$ cat config.mk
export PLATFORM = sky130hd
export DESIGN_NAME = reflet_peripheral_bus
export DESIGN_NICKNAME = d
export VERILOG_FILES = /design/src/rtl/reflet_periph_pkg.sv /design/src/rtl/reflet_bus_watchdog.sv /design/src/rtl/reflet_peripheral_bus.sv
export SDC_FILE = /design/constraint.sdc
export NUM_CORES = 1
export LEC_CHECK = 0
export CELL_PAD_IN_SITES_DETAIL_PLACEMENT = 0
export CELL_PAD_IN_SITES_GLOBAL_PLACEMENT = 1
export CORE_MARGIN = 2
export CORE_UTILIZATION = 33
export DETAILED_ROUTE_END_ITERATION = 6
export PLACE_DENSITY_LB_ADDON = 0.1
export RECOVER_POWER = 100
export SLEW_MARGIN = 40
export SYNTH_ARGS = -nofsm -noshare
export SYNTH_HDL_FRONTEND = slang
export SYNTH_SLANG_ARGS = --single-unit
$ cat constraint.sdc
create_clock -name clk -period 4.1 [get_ports clk]
set_input_delay 0.41 -clock clk [delete_from_list [all_inputs] [get_ports clk]]
set_output_delay 0.41 -clock clk [all_outputs]
set_load 0.05 [all_outputs]
$ cat src/rtl/reflet_periph_pkg.sv
// Shared types and constants for the Reflet peripheral bus and its watchdog.
// Status register offsets are relative to the end of the slot region.
package reflet_periph_pkg;

  typedef enum logic [1:0] {
    IDLE,
    ACCESS,
    DONE
  } bus_state_t;

  localparam int ERR_ADDR_OFS   = 0;
  localparam int ERR_STAT_OFS   = 1;
  localparam int STAT_FLAG_BIT  = 0;
  localparam int STAT_COUNT_LSB = 1;
  localparam int ERR_COUNT_W    = 8;

endpackage

$ cat src/rtl/reflet_bus_watchdog.sv
// Access wait counter with timeout detection, plus the saturating error counter
// that feeds the count field of the error status register.
module reflet_bus_watchdog
  import reflet_periph_pkg::*;
#(
  parameter int timeout_cycles = 15
) (
  input  logic                   clk,
  input  logic                   reset,
  input  logic                   wait_clear,
  input  logic                   wait_en,
  output logic                   timed_out,
  input  logic                   err_inc,
  input  logic                   err_clear,
  output logic [ERR_COUNT_W-1:0] err_count
);

  logic [7:0] wait_cnt;

  always_ff @(posedge clk) begin
    if (reset || wait_clear) begin
      wait_cnt <= '0;
    end else if (wait_en) begin
      wait_cnt <= wait_cnt + 8'd1;
    end
  end

  // Fires in the access cycle whose increment brings the count to timeout_cycles.
  assign timed_out = wait_en && (wait_cnt == 8'(timeout_cycles - 1));

  always_ff @(posedge clk) begin
    if (reset || err_clear) begin
      err_count <= '0;
    end else if (err_inc && (err_count != '1)) begin
      err_count <= err_count + 1'b1;
    end
  end

endmodule

$ cat src/rtl/reflet_peripheral_bus.sv
// Peripheral interconnect: decodes a CPU window into uniform slots, waits for
// the selected slot's ready, and aborts slow accesses into two status registers.
module reflet_peripheral_bus
  import reflet_periph_pkg::*;
#(
  parameter int                        wordsize       = 16,
  parameter int                        base_addr_size = 16,
  parameter logic [base_addr_size-1:0] base_addr      = 16'hFF00,
  parameter int                        slot_count     = 8,
  parameter int                        slot_addr_bits = 3,
  parameter int                        timeout_cycles = 15
) (
  input  logic                           clk,
  input  logic                           reset,
  input  logic                           enable,
  input  logic [base_addr_size-1:0]      addr,
  input  logic [wordsize-1:0]            data_in,
  input  logic                           write_en,
  output logic [wordsize-1:0]            data_out,
  output logic                           ready,
  output logic                           bus_error,
  output logic [slot_count-1:0]          slot_sel,
  output logic [slot_addr_bits-1:0]      slot_addr,
  output logic [wordsize-1:0]            slot_wdata,
  output logic                           slot_we,
  input  logic [slot_count*wordsize-1:0] slot_rdata,
  input  logic [slot_count-1:0]          slot_ready
);

  localparam int S     = slot_count << slot_addr_bits;
  localparam int IDX_W = (slot_count > 1) ? $clog2(slot_count) : 1;
  localparam logic [base_addr_size:0]   SLOT_LIMIT   = (base_addr_size + 1)'(S);
  localparam logic [base_addr_size-1:0] ERR_ADDR_OFF = base_addr_size'(S + ERR_ADDR_OFS);
  localparam logic [base_addr_size-1:0] ERR_STAT_OFF = base_addr_size'(S + ERR_STAT_OFS);

  bus_state_t                  state, state_next;
  logic [base_addr_size-1:0]   offset, req_offset;
  logic                        slot_hit, err_addr_hit, err_stat_hit, hit;
  logic [IDX_W-1:0]            slot_idx, sel_idx;
  logic                        slot_done, timed_out, err_flag;
  logic [ERR_COUNT_W-1:0]      err_count;
  logic [wordsize-1:0]         err_addr, err_stat;

  // Wrapping subtraction makes addresses below base_addr look huge, so they never hit.
  assign offset       = addr - base_addr;
  assign slot_hit     = enable && ({1'b0, offset} < SLOT_LIMIT);
  assign err_addr_hit = enable && (offset == ERR_ADDR_OFF);
  assign err_stat_hit = enable && (offset == ERR_STAT_OFF);
  assign hit          = slot_hit || err_addr_hit || err_stat_hit;
  assign slot_idx     = IDX_W'(offset >> slot_addr_bits);
  assign slot_done    = (state == ACCESS) && slot_ready[sel_idx];

  always_comb begin
    err_stat = '0;
    err_stat[STAT_FLAG_BIT] = err_flag;
    err_stat[STAT_COUNT_LSB +: ERR_COUNT_W] = err_count;
  end

  reflet_bus_watchdog #(
    .timeout_cycles(timeout_cycles)
  ) u_watchdog (
    .clk       (clk),
    .reset     (reset),
    .wait_clear(state != ACCESS),
    .wait_en   (state == ACCESS),
    .timed_out (timed_out),
    .err_inc   (timed_out && !slot_done),
    .err_clear ((state == IDLE) && err_stat_hit && write_en),
    .err_count (err_count)
  );

  always_ff @(posedge clk) begin
    if (reset) state <= IDLE;
    else       state <= state_next;
  end

  always_comb begin
    state_next = state;
    ready      = 1'b0;
    case (state)
      IDLE: begin
        ready = !hit;
        if (slot_hit)                          state_next = ACCESS;
        else if (err_addr_hit || err_stat_hit) state_next = DONE;
      end
      ACCESS: begin
        if (slot_done || timed_out) state_next = DONE;
      end
      DONE: begin
        ready      = 1'b1;
        state_next = IDLE;
      end
      default: state_next = IDLE;
    endcase
  end

  always_ff @(posedge clk) begin
    if (reset) begin
      data_out   <= '0;
      bus_error  <= 1'b0;
      slot_sel   <= '0;
      slot_addr  <= '0;
      slot_wdata <= '0;
      slot_we    <= 1'b0;
      sel_idx    <= '0;
      req_offset <= '0;
      err_addr   <= '0;
      err_flag   <= 1'b0;
    end else begin
      bus_error <= 1'b0;
      case (state)
        IDLE: begin
          data_out <= '0;
          if (slot_hit) begin
            sel_idx    <= slot_idx;
            req_offset <= offset;
            slot_addr  <= offset[slot_addr_bits-1:0];
            slot_wdata <= data_in;
            slot_we    <= write_en;
            slot_sel   <= slot_count'(1) << slot_idx;
          end else if (err_addr_hit && !write_en) begin
            data_out <= err_addr;
          end else if (err_stat_hit) begin
            if (write_en) err_flag <= 1'b0;
            else          data_out <= err_stat;
          end
        end
        ACCESS: begin
          // A ready arriving in the timeout cycle still counts as a normal completion.
          if (slot_done) begin
            data_out <= slot_we ? '0 : slot_rdata[int'(sel_idx)*wordsize +: wordsize];
            slot_sel <= '0;
            slot_we  <= 1'b0;
          end else if (timed_out) begin
            data_out  <= '0;
            err_addr  <= wordsize'(req_offset);
            err_flag  <= 1'b1;
            bus_error <= 1'b1;
            slot_sel  <= '0;
            slot_we   <= 1'b0;
          end
        end
        default: ;
      endcase
    end
  end

endmodule

==> results.txt <==
----------------------------------------------------
[Yosys]
  Post-synth cell types ... 47
  Post-synth EDFFs ... 0
  Cell count after synthesis ... 544
  Share of flip-flops with an asynchronous set or reset ... 0%
  Dominant cell type by area after synthesis ... sky130_fd_sc_hd__dfxtp_1
  Area of the mapped netlist ... just under 5000 µm²
  Post-Synthesis Net Count ... 721
  Share of the yosys chip area belonging to registers ... a little under two fifths
  Commonest register cell after synthesis ... sky130_fd_sc_hd__dfxtp_1
  FF+latch count, synth ... 93
  Warnings, synthesis ... 0
  Syn Area/Cell ... roughly 9.0 µm²
  Top-area cell type share of the netlist area ... 38.03%
  Synth area leaders ... sky130_fd_sc_hd__dfxtp_1 (38%), sky130_fd_sc_hd__mux4_2 (15%), sky130_fd_sc_hd__nand2_1 (7.2%)

[Critical path]
  Reg2reg start ... req_offset[5]
  Required time at the endpoint of the critical path ... 4.33 ns
  Sort of element at the start of the critical path ... input pin
  Worst path arrival time ... 3.83 ns
  Family with the most delay on the worst path ... simple AND/OR/NAND/NOR gates
  Combined buffer and inverter count along the critical path ... 2
  Ordered cell list for the critical path ... dlygate4sd3_1, ha_1, nand2_1, nor3_1, o211ai_1, nor4_1, buf_4, nor2_1, and2_0
  Critical path type ... in -> reg
  Launch point of the worst path ... addr[8]
  Endpoint type of the worst setup path ... flop
  Delay contributed by the slowest stage of the critical path ... 1.06 ns
  Worst-path cell with the longest stage delay ... sky130_fd_sc_hd__nor4_1
  Worst-path maximum fanout ... 30

[Route]
  DRC viols ... 0
  Pre-Repair DR Iteration Count ... 4
  Number of antenna-violating nets in the routed design ... 0
  Mean number of vias per cell ... roughly 5.1
  Avg WL per Cell ... approximately 17 µm
  Post-Route WL ... 15,830 µm
  Vias post-DR ... about 4,800
  Iteration-0 DRC count of the detailed router ... 161

[Placed design]
  Placer Congestion ... 0.8740
  Placement Cell Area ... 7194 µm²
  Half-perimeter wire length after detailed placement ... between 10,000 and 15,000 µm
  Number of buffers added on ports ... 217
  Count of placed standard cells including taps ... 912
  Worst Setup Slack post-DPL ... between 0.7 and 0.8 ns

[STA]
  Transition time at the pin with the least slew margin ... approximately 1.5 ns
  Clock skew ... ~0.0042 ns
  Pins Over Slew Limit ... 21
  Crit share post-route ... 87.84%
  RSZ-0062 raised after global routing ... no
  Worst slack on hold paths ... 0.4504 ns
  Sum of negative setup slack ... 0 ns
  Highest attainable clock frequency ... about 280 MHz
  Slack of the critical path ... 0.4985 ns
  Relative max-transition margin ... -0.5310%
  Shortest period the worst path allows ... 3.601 ns
  Final Hold Violating Endpoints ... 0
  Final setup vio count ... 0

[Power]
  Power dissipated by switching net loads ... 0.4038 mW
  Clock share of power ... about two fifths
  Combinational power share ... 13.0%
  Largest vdd supply drop ... between 0.0002 and 0.00025 V
  Total power per unit cell area ... approximately 250 nW/µm²
  Switching share of total power ... between 20% and 30%
  Internal Power ... 1.488 mW
  Part of the total power dissipated in sequential elements ... 47.8%
  Reported leakage power ... 2.621 nW
  Power, Total ... 1.891 mW

[Floorplan]
  Die Y ... 125.8 µm
  Die Area ... about 16,000 µm²
  Standard-cell rows ... 44
  Number of top-level pins ... 218
  Effective utilization at floorplan ... between 30% and 40%
  Die width ... 125.8 µm
  Core outline area ... 14,530 µm²

[GRT]
  Pin count of the biggest net entering global routing ... 49
  Global-route wire length before repair ... 25,250 µm
  Vias in the first global route ... 4,923
  Overflow left after global routing ... 0
  Total routing resource utilization after global routing ... 19.85%
  Initial antenna violation count ... 0

[Cells and area]
  Number of antenna cells inserted ... 0
  Number of filler cells placed in the layout ... 1,396
  Layout Area Growth over Synthesis ... 52.06%
  Final core area utilization ... approximately 51%
  Post-route design area ... 7445 µm²
  Nets ... 916
  Non-Filler Instances ... approximately 930
  Fraction of final layout cells with drive strength greater than 1 ... a little under a tenth

[Clock network]
  Number of H-tree branching levels ... 3
  Buffer type at the clock tree root ... sky130_fd_sc_hd__clkbuf_16
  Buffers from clock root to sink, at most ... 2
  Number of CTS-inserted buffers ... 9
  CTS Hold Bufs ... 0
  Clock tree from TritonCTS ... done
  Clock transition at the register clock pins on the worst setup and hold paths after CTS ... 0.06 ns
  Setup fix buffers added after clock tree synthesis ... 0
  Number of sinks handled by clock tree synthesis ... 93
  Post-cts repair resize count ... 0
  Worst skew pair latency ... 0.34 ns

[Job]
  # Max-Cap Violations ... 1

[Run status]
  Status ... complete, but fails checks
  Violations in the final reports ... capacitance limit, slew limit

[Hold path]
  Startpoint of the lowest-slack hold path ... slot_wdata[11]
  HP Class ... reg -> reg

----------------------------------------------------
[power by group through the flow]
stage | Sequential, mW | Clock (mW) | Combinational [mW]
finish | 0.904 | 0.742 | 0.245
global placement | 0.924 | 0 | 0.242
global route | 0.903 | 0.803 | 0.261
detailed placement | 0.924 | 0 | 0.247
floorplan | 0.926 | 0 | 0.0618
CTS | 0.904 | 0.770 | 0.248
[synth_stat cells (3+ instances only)]
library cell	count
sky130_fd_sc_hd__buf_2	5
sky130_fd_sc_hd__clkbuf_1	31
sky130_fd_sc_hd__dfxtp_1	93
sky130_fd_sc_hd__xor2_1	8
sky130_fd_sc_hd__nand3_1	15
sky130_fd_sc_hd__a211oi_1	10
sky130_fd_sc_hd__a21oi_1	48
sky130_fd_sc_hd__nor2_1	63
sky130_fd_sc_hd__nand2_1	94
sky130_fd_sc_hd__and3_1	3
sky130_fd_sc_hd__mux2i_1	20
sky130_fd_sc_hd__inv_1	3
sky130_fd_sc_hd__nand4_1	6
sky130_fd_sc_hd__ha_1	5
sky130_fd_sc_hd__a311oi_1	8
sky130_fd_sc_hd__mux4_2	32
sky130_fd_sc_hd__nand4b_1	4
sky130_fd_sc_hd__mux2_2	10
sky130_fd_sc_hd__nor3b_1	3
sky130_fd_sc_hd__xnor2_1	5
sky130_fd_sc_hd__nand2b_1	8
sky130_fd_sc_hd__nor2b_1	3
sky130_fd_sc_hd__nor3_1	24
sky130_fd_sc_hd__o21ai_0	7
sky130_fd_sc_hd__buf_4	4
sky130_fd_sc_hd__and2_1	6
[metal layers]
layer	part of all wire [%]	up-vias	GRT usage, %
li1	-	2338	-
met1	40	2293	23.04
met2	54	102	36.53
met3	4.0	19	4.970
met4	1.5	0	5.042
met5	0	-	0
[path summary, 6_finish.rpt]
| check | to | slack [ns] | cells past startpoint |
|---|---|---|---|
| hold reg to reg | slot_wdata[11] | 0.45 | 2 |
| setup / recovery | req_offset[10] | 0.50 | 9 |
| hold / removal | slot_wdata[11] | 0.45 | 2 |
| setup reg to reg | u_watchdog.err_count[4] | 0.60 | 7 |
[worst reg2reg max path: cells and delay by family, from the launching register on]
family	cells	cell delay [ns]
and+or+nand+nor	2	0.52
DFF	1	0.36
xor gates and xnor gates	1	0.16
AOI/OAI and AO/OA	2	0.78
muxes	1	0.44
buffers and inverters	1	1.11
[final cells by class]
type                    count  area (µm²)  share of cell area [%]
multi-input cells         406        2846                   38.24
repair buffers            226        2233                   30.00
flip-flops and latches     93        1863                   25.03
clock buffers              11       232.7                   3.126
well taps                 184       230.2                   3.092
clock inverters             5       27.53                  0.3697
inverters                   3       11.26                  0.1513
[cells by family (layout without fill, tap and decap cells)]
logic type | after synthesis | in the layout | share of synthesized area [%]
simple gates | 241 | 241 | 22.74
fa+ha+maj | 5 | 5 | 1.278
compound gates | 85 | 85 | 10.63
buf+inv | 45 | 245 | 3.884
xor+xnor | 13 | 13 | 2.326
flops | 93 | 93 | 38.03
mux | 62 | 62 | 21.11
[cell usage in the layout, fill, tap and decap left out, types with 2 or more instances in the layout]
master / instances
sky130_fd_sc_hd__clkdlybuf4s50_1: 169
sky130_fd_sc_hd__nand2_1: 94
sky130_fd_sc_hd__dfxtp_1: 92
sky130_fd_sc_hd__nor2_1: 63
sky130_fd_sc_hd__a21oi_1: 48
sky130_fd_sc_hd__dlygate4sd3_1: 47
sky130_fd_sc_hd__mux4_2: 32
sky130_fd_sc_hd__nor3_1: 24
sky130_fd_sc_hd__mux2i_1: 20
sky130_fd_sc_hd__nand3_1: 15
sky130_fd_sc_hd__mux2_2: 10
sky130_fd_sc_hd__a211oi_1: 10
sky130_fd_sc_hd__clkbuf_16: 9
sky130_fd_sc_hd__buf_4: 9
sky130_fd_sc_hd__nand2b_1: 8
sky130_fd_sc_hd__xor2_1: 8
sky130_fd_sc_hd__a311oi_1: 8
sky130_fd_sc_hd__o21ai_0: 7
sky130_fd_sc_hd__nand4_1: 6
sky130_fd_sc_hd__and2_0: 5
sky130_fd_sc_hd__xnor2_1: 5
sky130_fd_sc_hd__ha_1: 5
sky130_fd_sc_hd__nand4b_1: 4
sky130_fd_sc_hd__clkinv_2: 4
sky130_fd_sc_hd__inv_1: 3
sky130_fd_sc_hd__nor2b_1: 3
sky130_fd_sc_hd__nor4_1: 3
sky130_fd_sc_hd__and3_1: 3
sky130_fd_sc_hd__nor3b_1: 3
sky130_fd_sc_hd__clkbuf_1: 3
sky130_fd_sc_hd__nor4b_1: 2
sky130_fd_sc_hd__or4_1: 2
[state kept, by name (all words and copies together) (netlist names)]
register,cells
u_watchdog.wait_cnt,8
u_watchdog.err_count,8
data_out,16
slot_addr,2
req_offset,14
state,2
err_addr,16
slot_wdata,16
slot_we,1
err_flag,1
bus_error,1
slot_sel,8
Note: power is estimated with default switching activity, not from simulation.
